**src/rtl/serial_par_mult.sv**
```systemverilog
// Bit-serial shift-and-add multiplier: A shifted in serially, B written by bit address,
// product built over W cycles. Define MULT_ACC_EN to add the CLR input and running ACC output.
module serial_par_mult #(
  parameter int W  = 4,
  parameter int AW = $clog2(W)
) (
  input  logic            CLK,
  input  logic            RST,
  input  logic            A_IN,
  input  logic            A_VLD,
  input  logic            B_IN,
  input  logic            B_WE,
  input  logic [AW-1:0]   B_ADDR,
  input  logic            START,
`ifdef MULT_ACC_EN
  input  logic            CLR,
  output logic [2*W+3:0]  ACC,
`endif
  output logic            BUSY,
  output logic [2*W-1:0]  P,
  output logic            P_VLD,
  output logic [W-1:0]    PP
);

  typedef enum logic [1:0] {IDLE, CALC, DONE} state_e;

  state_e           state_q, state_d;
  logic [W-1:0]     a_q, a_d, b_q, b_d;
  logic [2*W-1:0]   sum_q, sum_d, p_q, p_d;
  logic [AW-1:0]    k_q, k_d;
  logic             p_vld_q, p_vld_d;
  logic [2*W-1:0]   b_ext, term;

  assign b_ext = {{W{1'b0}}, b_q};
  assign term  = a_q[k_q] ? (b_ext << k_q) : '0;

  always_comb begin
    state_d = state_q;
    a_d     = a_q;
    b_d     = b_q;
    sum_d   = sum_q;
    k_d     = k_q;
    p_d     = p_q;
    p_vld_d = 1'b0;
    case (state_q)
      IDLE: begin
        // Operand updates and START on one edge all land; the multiply sees the new values
        if (A_VLD) a_d = {a_q[W-2:0], A_IN};
        if (B_WE && (32'(B_ADDR) < W)) b_d[B_ADDR] = B_IN;
        if (START) begin
          state_d = CALC;
          sum_d   = '0;
          k_d     = '0;
        end
      end
      CALC: begin
        sum_d = sum_q + term;
        k_d   = k_q + AW'(1);
        if (k_q == AW'(W-1)) begin
          state_d = DONE;
          p_d     = sum_q + term;
          p_vld_d = 1'b1;
          k_d     = '0;
        end
      end
      DONE:    state_d = IDLE;
      default: state_d = IDLE;
    endcase
  end

  always_ff @(posedge CLK or negedge RST) begin
    if (!RST) begin
      state_q <= IDLE;
      a_q     <= '0;
      b_q     <= '0;
      sum_q   <= '0;
      k_q     <= '0;
      p_q     <= '0;
      p_vld_q <= 1'b0;
    end else begin
      state_q <= state_d;
      a_q     <= a_d;
      b_q     <= b_d;
      sum_q   <= sum_d;
      k_q     <= k_d;
      p_q     <= p_d;
      p_vld_q <= p_vld_d;
    end
  end

`ifdef MULT_ACC_EN
  logic [2*W+3:0] acc_tot_q, acc_tot_d;

  // P is already the fresh product while in DONE, so the running total adds it on DONE's exit edge
  always_comb begin
    acc_tot_d = acc_tot_q;
    if (state_q == DONE) acc_tot_d = CLR ? {4'b0, p_q} : acc_tot_q + {4'b0, p_q};
    else if (CLR)        acc_tot_d = '0;
  end

  always_ff @(posedge CLK or negedge RST) begin
    if (!RST) acc_tot_q <= '0;
    else      acc_tot_q <= acc_tot_d;
  end

  assign ACC = acc_tot_q;
`endif

  assign BUSY  = (state_q != IDLE);
  assign P     = p_q;
  assign P_VLD = p_vld_q;
  assign PP    = a_q & b_q;

endmodule
```
**config.mk**
```make
export PLATFORM = sky130hd
export DESIGN_NAME = serial_par_mult
export DESIGN_NICKNAME = d
export VERILOG_FILES = /design/src/rtl/serial_par_mult.sv
export SDC_FILE = /design/constraint.sdc
export NUM_CORES = 1
export LEC_CHECK = 0
export ABC_CLOCK_PERIOD_IN_PS = 6700
export CAP_MARGIN = 20
export CORE_MARGIN = 4
export CORE_UTILIZATION = 57
export DETAILED_ROUTE_END_ITERATION = 8
export PLACE_DENSITY = 0.83
export SYNTH_ARGS = -nofsm -noshare
export SYNTH_HDL_FRONTEND = slang
export SYNTH_SLANG_ARGS = --single-unit
```
**constraint.sdc**
```tcl
create_clock -name CLK -period 6.7 [get_ports CLK]
set_input_delay 1.34 -clock CLK [delete_from_list [all_inputs] [get_ports CLK]]
set_output_delay 1.34 -clock CLK [all_outputs]
set_load 0.02 [all_outputs]
```
==> flow_summary.yaml <==
cts:
  cts_buffer_depth: 2
  root_buffer: "clkbuf_4"
  cts-htree-levels: 2
  cts_made_buffers: 5
  cts_sinks: 29
  cts_tree: "built"
  cts_setup_buffers: 0
  clkTransAtPathRegs_ps: 90
  cts_resized: 0
  ctsHoldBuffers: 0
  clk_latency_ps: 320
layout:
  antenna_cells: 0
  layoutNonFillerInstCount: 207
  fin_nets: 194
  area_growth_pct: 19.07
  fin_area_um2: 1883
  fillers: 207
  drive_above_1_share_pct: 12.43
global_routing:
  antenna_found_initial: 0
  grt.overflow.total: 0
  grtUsageMet2_pct: 34.81
  grt_max_degree: 30
  gr-usage-all-layers_pct: 20.68
  grt_pass1_wl_um: 5582
  met1_usage_pct: 25.03
  grt_use_met3_pct: 6.596
  top_usage_layer: "met2"
  grt_pass1_vias: 1268
power:
  seqPwrFrac_pct: 36.0
  p_comb_share_pct: 52.8
  powerDensity_nw_per_um2: 479.0
  irDropWorstVdd_mv: 0.3248
  p_sw_mw: 0.3758
  power_mw: 0.9019
  p_int_mw: 0.5261
  p_sw_share_pct: 41.67
  clkPwrFrac_pct: 11.2
  power_leakage_nw: 0.8474
die:
  core_area_um2: 2567
  dieHeight_um: 60.68
  fp.dieW_um: 60.68
  initial_core_util_pct: 61.60
  dieArea_um2: 3681
  std_cell_rows: 18
  ios: 23
synth:
  ys_ff_latch: 29
  syn_area_um2: 1582
  yosysWarnings: 0
  synth-seq-area-share_pct: 45.89
  syn_nets: 168
  yosysUniqueCellTypes: 35
  synth_top_flop_cell: "dfrtp_1"
  synth_enable_flop_cells: 0
  synthArstFlopShare_pct: 100.0
  syn_inst: 150
  post_synth.cell_area_avg_um2: 10.54
placement:
  placed_cells: 199
  hpwl_um: 2400
  placed_cell_area_um2: 1832
  gp_congestion: 0.8275
  io_buffers: 22
run_status:
  status: "complete, no violations"
critical_path:
  critPathKind: "flop to flop"
  critPathCaptureType: "flop"
  required_ps: 6920
  path_max_fanout: 14
  cp.arrival_ps: 3200
  worstSetupStartpointType: "flop"
routing:
  via_per_inst: 5.778
  wl_per_cell_um: 15.38
  drt-initial-drc-count: 38
  dr.pass1.iters: 4
  drc: 0
  routed_wl_um: 3183
  ant_nets: 0
  dr_total_vias: 1196
min_path:
  hold_path_class: "flop to flop"
sta:
  hold_viol_final: 0
  drv_slew: 0
  fin_crit_ps: 2984
  tightest_slew_ps: 795.8
  max_freq_ghz: 0.3351
  fin_crit_sh_pct: 44.54
  setup_tns_ps: 0
  slew_headroom_pct: 46.84
  setup_violations: 0
  skew_ps: 3.299
  rsz0062_at_grt: "no"
run:
  drv_cap: 0
==> registers in the layout (all words and copies together), names as in the netlist <==
register and count:
P_VLD 1, sum_q 8, P 8, k_q 2, state_q 2, a_q 4
b_q 4
==> synth_stat cells, types with 2 or more instances <==
library cell / count / area share (%)
and2_1: 9 / 3.6
nor2_1: 5 / 1.2
nand2_1: 15 / 3.6
inv_1: 7 / 1.7
a21o_1: 2 / 0.95
xor2_1: 4 / 2.2
nor3b_1: 3 / 1.4
nand3b_1: 2 / 0.95
a21oi_1: 7 / 2.2
o21ai_0: 15 / 4.7
nand3_1: 3 / 0.95
a22o_1: 3 / 1.7
o21a_1: 2 / 0.95
mux4_2: 2 / 2.8
mux2_2: 10 / 7.1
mux2i_1: 3 / 1.9
clkbuf_1: 4 / 0.95
o21bai_1: 2 / 0.95
dfrtp_1: 29 / 46
ha_1: 8 / 6.3
==> cell type report <==
cell class                      instances  area, um2  share of cell area [%]
Clock buffer                            6      41.29                   2.193
Clock inverter                          2      10.01                  0.5316
Inverter                                7      26.28                   1.395
Multi-Input combinational cell        110      814.5                   43.26
Sequential cell                        29      725.7                   38.54
Tap cell                               30      37.54                   1.993
Timing Repair Buffer                   23      227.7                   12.09
==> path summary, 6_finish.rpt <==
kind | startpoint | end | slack, ps | cells after the start
setup / recovery | k_q[0] | sum_q[6] | 3720 | 8
hold / removal | P[3] | P[3] | 480 | 2
setup reg to reg | k_q[0] | sum_q[6] | 3720 | 8
hold reg to reg | P[3] | P[3] | 480 | 2
max in group asynchronous | RST | b_q[3] | 5050 | 2
min in group asynchronous | RST | P[7] | 1390 | 2
==> critical path: stages, from the launching register on <==
cell and delay, ps:
dfrtp_1 610, mux4_2 580, and2_1 160, ha_1 330, nor2b_4 150, o31a_1 260
o21a_1 190, or3_1 330, a32o_1 270
==> placed cells by master (no fill, tap or decap), types with 7 or more instances in the layout <==
| master | count |
|---|---|
| dfrtp_1 | 29 |
| clkdlybuf4s50_1 | 22 |
| nand2_1 | 15 |
| o21ai_0 | 15 |
| mux2_2 | 10 |
| and2_1 | 9 |
| ha_1 | 8 |
| inv_1 | 7 |
| a21oi_1 | 7 |
==> logic make-up (layout without fill, tap and decap cells) <==
kind of cell | count (synthesis) | count (layout) | synth area share, %
flip-flops | 29 | 29 | 45.89
AND/OR/NAND/NOR | 45 | 45 | 15.19
buffers and inverters | 11 | 38 | 2.611
multiplexers | 15 | 15 | 11.87
adder cells (fa/ha/maj) | 9 | 9 | 7.595
AO/OA/AOI/OAI | 37 | 37 | 14.64
XOR/XNOR | 4 | 4 | 2.215
==> stage by stage <==
| stage | hold WS (ps) | util [%] | setup slack [ps] |
|---|---|---|---|
| after global routing | 524.0 | 73.34 | 3573 |
| final | 483.4 | 73.34 | 3716 |
| after CTS | 490.1 | 73.34 | 3708 |
| after floorplan | 454.7 | - | 4055 |
| after detailed placement | 469.2 | 71.35 | 3752 |
| after global placement | 463.2 | 71.35 | 3833 |
==> metal layers <==
| metal | wire length [um] | share of wire, % |
|---|---|---|
| met4 | 45 | 1.4 |
| met5 | 0 | 0 |
| met1 | 1361 | 43 |
| met2 | 1627 | 51 |
| met3 | 148 | 4.6 |
==> power by group through the flow <==
| stage | clock [mW] | combinational [mW] | sequential [mW] |
|---|---|---|---|
| after floorplan | 0 | 0.323 | 0.326 |
| after global placement | 0 | 0.459 | 0.323 |
| after detailed placement | 0 | 0.475 | 0.328 |
| after CTS | 0.105 | 0.479 | 0.325 |
| after global routing | 0.112 | 0.528 | 0.338 |
| final | 0.101 | 0.476 | 0.325 |
Note: power is estimated with default switching activity, not from simulation.
